## config.mk

```make
export PLATFORM = sky130hd
export DESIGN_NAME = arb_mux_rr_flat
export DESIGN_NICKNAME = d
export VERILOG_FILES = /design/src/rtl/arb_mux_rr_if.sv /design/src/rtl/arb_mux_rr.sv /design/src/flat_wrapper.sv
export SDC_FILE = /design/constraint.sdc
export NUM_CORES = 1
export LEC_CHECK = 0
export CORE_MARGIN = 4
export CORE_UTILIZATION = 39
export DETAILED_ROUTE_END_ITERATION = 10
export GPL_TIMING_DRIVEN = 0
export PLACE_DENSITY = 0.82
export SLEW_MARGIN = 10
export SYNTH_ARGS = -nofsm -noshare
export SYNTH_HDL_FRONTEND = slang
export SYNTH_SLANG_ARGS = --single-unit
```

## constraint.sdc

```tcl
create_clock -name clk_i -period 2.3 [get_ports clk_i]
set_input_delay 0.23 -clock clk_i [delete_from_list [all_inputs] [get_ports clk_i]]
set_output_delay 0.23 -clock clk_i [all_outputs]
set_load 0.02 [all_outputs]
```

## src/rtl/arb_mux_rr_if.sv

```systemverilog
// rtl/arb_mux_rr_if.sv - request/response bundle between producers, the arbitrating mux and its consumer
interface arb_mux_rr_if #(
  parameter int InputWidth = 4,
  parameter int DataWidth  = 8,
  parameter int IdxWidth   = $clog2(InputWidth)
);
  logic [InputWidth-1:0]                in_valid_i;
  logic [InputWidth-1:0]                in_last_i;
  logic [InputWidth-1:0][DataWidth-1:0] in_data_i;
  logic [InputWidth-1:0]                in_ready_o;
  logic                                 out_valid_o;
  logic [DataWidth-1:0]                 out_data_o;
  logic [IdxWidth-1:0]                  out_idx_o;
  logic                                 out_last_o;
  logic                                 out_ready_i;

  // environment side: producers drive requests, consumer drives out_ready_i
  modport master (
    output in_valid_i, in_last_i, in_data_i, out_ready_i,
    input  in_ready_o, out_valid_o, out_data_o, out_idx_o, out_last_o
  );

  // arbiter side
  modport slave (
    input  in_valid_i, in_last_i, in_data_i, out_ready_i,
    output in_ready_o, out_valid_o, out_data_o, out_idx_o, out_last_o
  );
endinterface

```

## src/rtl/arb_mux_rr.sv

```systemverilog
// rtl/arb_mux_rr.sv - registered N-channel arbitrating mux, fixed priority or round-robin, with packet lock
module arb_mux_rr #(
  parameter int InputWidth = 4,
  parameter int DataWidth  = 8,
  parameter int RoundRobin = 1,
  parameter int IdxWidth   = $clog2(InputWidth)
) (
  input  logic        clk_i,
  input  logic        rst_ni,
  arb_mux_rr_if.slave bus
);

  logic                  out_valid_q, out_valid_d;
  logic [DataWidth-1:0]  out_data_q, out_data_d;
  logic [IdxWidth-1:0]   out_idx_q, out_idx_d;
  logic                  out_last_q, out_last_d;
  logic [IdxWidth-1:0]   ptr_q, ptr_d;
  logic                  lock_q, lock_d;
  logic [IdxWidth-1:0]   lock_idx_q, lock_idx_d;

  logic                  slot_free;
  logic [InputWidth-1:0] req;
  logic [InputWidth-1:0] req_hi;
  logic [InputWidth-1:0] first_all;
  logic [InputWidth-1:0] first_hi;
  logic [InputWidth-1:0] grant;
  logic [InputWidth-1:0] ready;
  logic [IdxWidth-1:0]   grant_idx;
  logic [DataWidth-1:0]  sel_data;
  logic                  sel_last;
  logic                  xfer;

  // Eligible requests: only the lock owner while a packet is open; req_hi keeps those at or above the pointer
  always_comb begin
    req    = bus.in_valid_i;
    req_hi = '0;
    if (lock_q) begin
      req = bus.in_valid_i & (InputWidth'(1) << lock_idx_q);
    end
    for (int i = 0; i < InputWidth; i++) begin
      req_hi[i] = req[i] && (i >= int'(ptr_q));
    end
  end

  // Lowest set bit picks the winner; round-robin wraps to the overall lowest when nothing sits above the pointer
  always_comb begin
    first_all = req & (~req + InputWidth'(1));
    first_hi  = req_hi & (~req_hi + InputWidth'(1));
    grant     = first_all;
    if ((RoundRobin != 0) && (req_hi != '0)) begin
      grant = first_hi;
    end
  end

  // Encode the one-hot grant and steer the winning beat
  always_comb begin
    grant_idx = '0;
    sel_data  = '0;
    sel_last  = 1'b0;
    for (int i = 0; i < InputWidth; i++) begin
      if (grant[i]) begin
        grant_idx = IdxWidth'(i);
        sel_data  = bus.in_data_i[i];
        sel_last  = bus.in_last_i[i];
      end
    end
  end

  // Ready is withheld during reset so nothing is accepted into a register that is being cleared
  assign slot_free      = ~out_valid_q | bus.out_ready_i;
  assign ready          = grant & {InputWidth{slot_free & rst_ni}};
  assign xfer           = |ready;
  assign bus.in_ready_o = ready;

  // Next state: load on transfer, drop valid on a bare pop, update lock and pointer at packet boundaries
  always_comb begin
    out_valid_d = out_valid_q;
    out_data_d  = out_data_q;
    out_idx_d   = out_idx_q;
    out_last_d  = out_last_q;
    ptr_d       = ptr_q;
    lock_d      = lock_q;
    lock_idx_d  = lock_idx_q;
    if (xfer) begin
      out_valid_d = 1'b1;
      out_data_d  = sel_data;
      out_idx_d   = grant_idx;
      out_last_d  = sel_last;
      if (sel_last) begin
        lock_d = 1'b0;
        if (RoundRobin != 0) begin
          // explicit compare so non-power-of-two channel counts wrap correctly
          ptr_d = (int'(grant_idx) == InputWidth - 1) ? '0 : grant_idx + IdxWidth'(1);
        end
      end else begin
        lock_d     = 1'b1;
        lock_idx_d = grant_idx;
      end
    end else if (bus.out_ready_i) begin
      out_valid_d = 1'b0;
    end
  end

  // State registers with synchronous active-low reset
  always_ff @(posedge clk_i) begin
    if (!rst_ni) begin
      out_valid_q <= 1'b0;
      out_data_q  <= '0;
      out_idx_q   <= '0;
      out_last_q  <= 1'b0;
      ptr_q       <= '0;
      lock_q      <= 1'b0;
      lock_idx_q  <= '0;
    end else begin
      out_valid_q <= out_valid_d;
      out_data_q  <= out_data_d;
      out_idx_q   <= out_idx_d;
      out_last_q  <= out_last_d;
      ptr_q       <= ptr_d;
      lock_q      <= lock_d;
      lock_idx_q  <= lock_idx_d;
    end
  end

  assign bus.out_valid_o = out_valid_q;
  assign bus.out_data_o  = out_data_q;
  assign bus.out_idx_o   = out_idx_q;
  assign bus.out_last_o  = out_last_q;

  // At most one producer is ever offered the slot
  a_ready_onehot: assert property (@(posedge clk_i) disable iff (!rst_ni) $onehot0(bus.in_ready_o));

  // A stalled beat must not change under the consumer
  a_stall_stable: assert property (@(posedge clk_i) disable iff (!rst_ni)
    (out_valid_q && !bus.out_ready_i) |=>
      (out_valid_q && $stable(out_data_q) && $stable(out_idx_q) && $stable(out_last_q)));

endmodule

```

## src/flat_wrapper.sv

```systemverilog
// flat-port wrapper written by rule: the top's interface ports become plain ports
module arb_mux_rr_flat 
#(
  parameter int InputWidth = 4,
  parameter int DataWidth  = 8,
  parameter int RoundRobin = 1,
  parameter int IdxWidth   = $clog2(InputWidth)
)
  (clk_i, rst_ni, bus_in_valid_i, bus_in_last_i, bus_in_data_i, bus_out_ready_i, bus_in_ready_o, bus_out_valid_o, bus_out_data_o, bus_out_idx_o, bus_out_last_o);
  arb_mux_rr_if #(.InputWidth(InputWidth), .DataWidth(DataWidth), .IdxWidth(IdxWidth)) bus_i ();
  input  logic clk_i;
  input  logic rst_ni;
  input wire logic [$bits(bus_i.in_valid_i)-1:0] bus_in_valid_i;
  input wire logic [$bits(bus_i.in_last_i)-1:0] bus_in_last_i;
  input wire logic [$bits(bus_i.in_data_i)-1:0] bus_in_data_i;
  input wire logic [$bits(bus_i.out_ready_i)-1:0] bus_out_ready_i;
  output wire logic [$bits(bus_i.in_ready_o)-1:0] bus_in_ready_o;
  output wire logic [$bits(bus_i.out_valid_o)-1:0] bus_out_valid_o;
  output wire logic [$bits(bus_i.out_data_o)-1:0] bus_out_data_o;
  output wire logic [$bits(bus_i.out_idx_o)-1:0] bus_out_idx_o;
  output wire logic [$bits(bus_i.out_last_o)-1:0] bus_out_last_o;
  assign bus_i.in_valid_i = bus_in_valid_i;
  assign bus_i.in_last_i = bus_in_last_i;
  assign bus_i.in_data_i = bus_in_data_i;
  assign bus_i.out_ready_i = bus_out_ready_i;
  assign bus_in_ready_o = bus_i.in_ready_o;
  assign bus_out_valid_o = bus_i.out_valid_o;
  assign bus_out_data_o = bus_i.out_data_o;
  assign bus_out_idx_o = bus_i.out_idx_o;
  assign bus_out_last_o = bus_i.out_last_o;
  arb_mux_rr #(.InputWidth(InputWidth), .DataWidth(DataWidth), .RoundRobin(RoundRobin), .IdxWidth(IdxWidth)) u_core (.clk_i(clk_i), .rst_ni(rst_ni), .bus(bus_i));
endmodule
```

==> impl_metrics.env, run 1 <==
export IMPL_start_util=0.413
export IMPL_drc=0
export IMPL_whs_path_depth=1
export IMPL_synth_top_family_by_area="compound AO/OA/AOI/OAI gates"
export IMPL_setup_ws_ns=0.0869
export IMPL_post_drt_wl_per_cell_um=16.3
export IMPL_layout_drive_gt1_share=0.168
export IMPL_clock_skew_ns=0.00131
export IMPL_grt_max_degree=12
export IMPL_start_kind="flip-flop"
export IMPL_finalSetupViolations=0
export IMPL_port_buffers=58
export IMPL_synth_edf_count=0
export IMPL_synthArstFlopShare=0
export IMPL_synth_compound_area_frac=0.402
export IMPL_dp_slack_ns=-0.630
export IMPL_power_density_mw_per_mm2=677
export IMPL_clk_pin_slew_ns=0.10
export IMPL_drtAntennaViolNets=0
export IMPL_syn_inst=134
export IMPL_fin_crit_sh=0.962
export IMPL_slew_headroom=0.701
export IMPL_endpoint_kind="flip-flop"
export IMPL_multi_input_area_um2=797
export IMPL_syn_nets=177
export IMPL_irDropWorstVdd_v=0.000501
export IMPL_highest_layer="met4"
export IMPL_clock_latency_ns=0.29
export IMPL_core_mm2=0.00278
export IMPL_grt_antenna_before_repair=0
export IMPL_ctsHtreeMaxLevel=1
export IMPL_final_hold_viol_count=0
export IMPL_maxSlewViolCount=0
export IMPL_worst_pin_slew_ns=0.448
export IMPL_netlist_area_mm2=0.00115
export IMPL_vias=1366
export IMPL_syn_to_final_growth_pct=64.2
export IMPL_maxCapViolations=0
export IMPL_ff2ff_path_depth=7
export IMPL_cts_made_buffers=3
export IMPL_gp_congestion=0.870
export IMPL_synth_xor_area_frac=0
export IMPL_io_pins=59
export IMPL_dieHeight_um=62.3
export IMPL_synth_simple_area_share=0.231
export IMPL_hold_buffers=0
export IMPL_wirelength_um=3720
export IMPL_ys_ff_latch=17
export IMPL_synthMuxAreaShare=0.00871
export IMPL_grt_pass1_wl_um=5940
export IMPL_cp_arrival_ns=2.41
export IMPL_drt_iter0_markers=135
export IMPL_die_w_um=62.3
export IMPL_synth_top_area_cell="dfxtp_1"
export IMPL_grt_use_total=0.181
export IMPL_die_area_mm2=0.00388
export IMPL_syn_area_per_cell_um2=8.58
export IMPL_fin_nets=241
export IMPL_rows=19
export IMPL_wl_met1_um=1480
export IMPL_synth_ff_type="dfxtp_1"
export IMPL_grt_pass1_vias=1386
export IMPL_cts_tree="done"
export IMPL_synth_seq_area_share=0.296
export IMPL_min_path_type="flip-flop to flip-flop"
export IMPL_routed_wl_met2_um=1750
export IMPL_overflow=0
export IMPL_synthAdderAreaFrac=0
export IMPL_period_minus_slack_ns=2.21
export IMPL_synth_top_cell_area_share=0.296
export IMPL_post_dp_cell_area_mm2=0.00177
export IMPL_cp_required_ns=2.50
export IMPL_synth_distinct_cells=47
export IMPL_yosys_warnings=0
export IMPL_synthTopCellsByCount="dfxtp_1, nor2_1, nand2_1, a222oi_1"
export IMPL_via_per_inst=5.99
export IMPL_n_antenna_cell=0
export IMPL_clock_sinks=17
export IMPL_fin_util=0.679
export IMPL_wl_met3_um=423
export IMPL_cp_max_fo=9
export IMPL_seq_area_um2=345
export IMPL_status="finished clean"
export IMPL_synth_area_leaders="dfxtp_1, a222oi_1, nor2_1"
export IMPL_critPathKind="flip-flop to flip-flop"
export IMPL_firstDrtPassIters=4
export IMPL_final_area_mm2=0.00189
export IMPL_place_hpwl_um=2780
export IMPL_leakage_uw=0.000704
export IMPL_cts_max_path_buffers=2
export IMPL_clock_root_buffer="clkbuf_4"
export IMPL_fmax_mhz=452
export IMPL_fillers=234
export IMPL_yosys_cell_count_top_type="dfxtp_1"
==> logic make-up (layout without fill, tap and decap cells) <==
logic type             count (synthesis)  after routing
AO/OA/AOI/OAI                         51             51
buffers and inverters                 15             78
flip-flops                            17             17
multiplexers                           1              1
AND/OR/NAND/NOR                       50             50
==> state kept, by name, summed over array words and instances (netlist names) <==
| name | cells |
|---|---|
| u_core.bus.out_data_o | 8 |
| u_core.bus.out_idx_o | 2 |
| u_core.lock_idx_q | 2 |
| u_core.ptr_q | 2 |
| u_core.bus.out_last_o | 1 |
| u_core.bus.out_valid_o | 1 |
| u_core.lock_q | 1 |
==> worst paths after layout <==
check                                  end                startpoint  slack (ns)
setup / recovery      u_core.lock_idx_q[1]           u_core.ptr_q[1]        0.09
hold / removal    u_core.bus.out_data_o[5]  u_core.bus.out_data_o[5]        0.49
hold reg to reg   u_core.bus.out_data_o[5]  u_core.bus.out_data_o[5]        0.49
setup reg to reg      u_core.lock_idx_q[1]           u_core.ptr_q[1]        0.09
==> per-layer routing <==
layer | GRT usage | vias up
li1 | - | 658
met1 | 0.201 | 632
met2 | 0.291 | 69
met3 | 0.0811 | 7
met4 | 0.0875 | 0
met5 | 0 | -
==> power breakdown <==
part	leakage, uW	total, uW	switching [uW]	internal, uW
combinational	0.000545	701	352	349
clock	0.0000177	166	101	64.8
sequential	0.000141	411	51.9	360
total	0.000704	1280	505	774
==> placed cells by master (no fill, tap or decap), types with 2 or more instances in the layout <==
cell type        instances
clkdlybuf4s50_1         53
o21ai_1                  2
nand4_1                  2
dlygate4sd2_1            2
buf_6                    2
a221oi_2                 2
nor2_1                  16
dfxtp_1                 13
dfxtp_2                  4
clkbuf_2                 2
a311oi_1                 6
and3_4                   2
and2_1                   3
a222oi_1                 8
clkbuf_4                 3
o21ai_0                  2
a31o_1                   4
nand3_1                  3
a211oi_1                 4
nand2_1                 13
a21oi_1                  4
buf_4                    4
nand2b_1                 3
inv_1                    6
==> critical path, stage by stage (launching register included) <==
cell and delay [ns]:
dfxtp_1 0.32, buf_6 0.14, and2_1 0.16, a221oi_4 0.34, a31oi_4 0.18, o41a_4 0.57, and3_4 0.18, o221a_1 0.23
==> through the flow <==
| stage | hold slack (ns) | power (uW) | TNS (ns) | instances |
|---|---|---|---|---|
| 3_5_place_dp | 0.468 | 1050 | -4.67 | 223 |
| 2_1_floorplan | 0.392 | 795 | 0 | 134 |
| 3_3_place_gp | 0.458 | 1040 | -3.47 | 223 |
| 6_report | 0.489 | 1280 | 0 | 228 |
| 4_1_cts | 0.487 | 1250 | -0.00698 | 226 |
| 5_1_grt | 0.504 | 1350 | -0.00663 | 228 |
==> cell type report <==
cell class                      count  area share
Inverter                            6      0.0119
Tap cell                           31      0.0205
Timing Repair Buffer               60       0.313
Multi-Input combinational cell    102       0.422
Clock buffer                        3      0.0119
Sequential cell                    17       0.183
Buffer                              8      0.0351
Clock inverter                      1     0.00265
==> repair_timing <==
item,in CTS,in global routing
setup endpoints to repair,14,16
gates resized for setup,19,17
pin swaps,0,3
buffers inserted,0,2
Power figures use the tool's default switching activity.
==> run 2: changes to the inputs <==
Settings changed: CORE_MARGIN 4 to 8.
==> run 2 against run 1 <==
- combinational power is 2% higher
- routed wire length grew 13%
- non-clock buffer count is 1 higher
- first-iteration DRC count down 33%
- hold slack about the same
- flip-flop and latch count unchanged
- clock-buffer cell count unchanged
- fmax decreased by 0.31%
- sequential share of layout area shrank 0.061 points
- critical path depth did not move
- clock skew rose by 0.0064 ns
- critical endpoint is now bus_in_ready_o[3]
- largest cell class unchanged
==> impl_metrics.env, run 2 (synthesis gave the netlist of run 1 again) <==
export IMPL_slowest_stage="a221oi_4"
export IMPL_grt_antenna_before_repair=0
export IMPL_hold_start="u_core.bus.out_data_o[5]"
export IMPL_post_drt_wl_per_cell_um=18.4
export IMPL_crit_end="bus_in_ready_o[3]"
export IMPL_r2r_start="u_core.lock_q"
export IMPL_cp_cell_sequence="buf_6 -> and2_1 -> a221oi_4 -> buf_4 -> a21bo_4 -> nor2_1 -> clkdlybuf4s15_1"
export IMPL_period_minus_slack_ns=2.22
export IMPL_rsz0062_at_grt="no"
export IMPL_vias=1386
export IMPL_fin_crit_sh=0.965
export IMPL_cp_required_ns=2.07
export IMPL_timing_hold_ws_ns=0.489
export IMPL_drc=0
export IMPL_port_buffers=58
export IMPL_clock_root_buffer="clkbuf_4"
export IMPL_final_common_cell="clkdlybuf4s50_1"
export IMPL_fmax_mhz=450
export IMPL_startpoint="u_core.ptr_q[1]"
export IMPL_clock_latency_ns=0.29
export IMPL_die_w_um=70.3
export IMPL_via_per_inst=6.05
export IMPL_cts_tree="done"
export IMPL_slew_headroom=0.702
export IMPL_cp_depth=7
export IMPL_clock_sinks=17
export IMPL_dpl_cell_count=223
export IMPL_grt_pass1_vias=1482
export IMPL_maxSlewViolCount=0
export IMPL_core_mm2=0.00278
export IMPL_cp_max_fo=11
export IMPL_status="finished clean"
export IMPL_irDropWorstVdd_v=0.000469
export IMPL_clk_pin_slew_ns=0.10
export IMPL_leakage_uw=0.000722
export IMPL_n_antenna_cell=0
export IMPL_dieHeight_um=70.3
export IMPL_rows=19
export IMPL_cp_top_family="buffers and inverters"
export IMPL_place_hpwl_um=3250
export IMPL_cts_max_path_buffers=2
export IMPL_clock_skew_ns=0.00769
export IMPL_syn_to_final_growth_pct=65.9
export IMPL_maxCapViolations=0
export IMPL_grt_max_degree=12
export IMPL_ctsHtreeMaxLevel=1
export IMPL_endpoint_kind="primary output"
export IMPL_final_hold_viol_count=0
export IMPL_die_area_mm2=0.00494
export IMPL_gp_congestion=0.833
export IMPL_crit_buf_inv=3
export IMPL_io_pins=59
export IMPL_grt_use_total=0.154
export IMPL_cts_made_buffers=3
export IMPL_cp_arrival_ns=1.99
export IMPL_drt_iter0_markers=90
export IMPL_slowest_delay_ns=0.35
export IMPL_drtAntennaViolNets=0
export IMPL_power_density_mw_per_mm2=678
export IMPL_start_kind="flip-flop"
export IMPL_min_path_type="flip-flop to flip-flop"
export IMPL_critPathKind="flip-flop to primary output"
export IMPL_fin_nets=242
export IMPL_grt_pass1_wl_um=6470
export IMPL_firstDrtPassIters=5
export IMPL_layout_drive_gt1_share=0.172
export IMPL_final_cell_mix="clkdlybuf4s50_1, nor2_1, nand2_1, dfxtp_1, a222oi_1"
export IMPL_fin_cells=229
export IMPL_largest_reg_flops=8
export IMPL_start_util=0.413
export IMPL_r2r_end="u_core.bus.out_data_o[7]"
export IMPL_wirelength_um=4220
export IMPL_worst_pin_slew_ns=0.447
export IMPL_hold_buffers=0
export IMPL_fin_util=0.686
export IMPL_overflow=0
export IMPL_reg2reg_slack_ns=0.10
export IMPL_finalSetupViolations=0
export IMPL_ff2ff_path_depth=7
run 2: changes by cell type in the layout (fill, tap and decap cells not counted), sizes merged:
cell / previous run / this run
buf: 8 / 9
dlymetal6s2s: 1 / 2
clkdlybuf4s50: 53 / 52
run 2: timing repair:
action	CTS	global route
resized for setup	16	22
setup endpoints to repair	14	18
pin swaps	0	6
setup buffers	0	3
run 2: per-stage QoR:
stage | worst slack, ns | instance area, um2 | power [uW] | setup TNS, ns
final | 0.0800 | 1910 | 1290 | 0
after global routing | 0.00166 | 1910 | 1370 | 0
after CTS | -0.0221 | 1830 | 1240 | -0.0221
after detailed placement | -0.612 | 1770 | 1060 | -4.62
after global placement | -0.582 | 1770 | 1040 | -3.94
after floorplan | 0.216 | 1150 | 795 | 0
run 2: layout make-up:
type | instances | area [um2]
Clock inverter | 1 | 5.00
Multi-Input combinational cell | 102 | 805
Tap cell | 31 | 38.8
Timing Repair Buffer | 61 | 601
Fill cell | 219 | 873
Sequential cell | 17 | 348
Clock buffer | 3 | 22.5
Buffer | 8 | 66.3
Inverter | 6 | 22.5
run 2: per-layer routing:
layer  vias to the layer above  wire length, um  track usage
li1                        657                -            -
met1                       647             1700        0.166
met2                        76             1960        0.262
met3                         6              503       0.0720
met4                         0               45       0.0469
met5                         -                0            0
run 2: worst register-to-register path, cell delays in order (launching register included):
cell and delay (ns):
dfxtp_4 0.38, buf_4 0.17, a2111o_1 0.45, and3_4 0.18, clkbuf_2 0.19, a222oi_1 0.39
a211oi_1 0.14, a31o_1 0.20
run 2: worst min-delay path by stage:
stage / end / slack (ns) / cells past startpoint
floorplan: u_core.bus.out_data_o[0] / 0.39 / 2
CTS: u_core.bus.out_data_o[5] / 0.50 / 1
detailed placement: u_core.bus.out_data_o[6] / 0.47 / 1
global placement: u_core.bus.out_data_o[6] / 0.46 / 1
finish: u_core.bus.out_data_o[5] / 0.49 / 1
global route: u_core.bus.out_data_o[5] / 0.53 / 1
run 2: where the power goes:
part | switching [uW] | internal, uW | total (uW) | leakage [uW]
clock | 98.4 | 64.6 | 163 | 0.0000177
sequential | 53.8 | 360 | 414 | 0.000142
combinational | 363 | 354 | 717 | 0.000562
total | 515 | 779 | 1290 | 0.000722
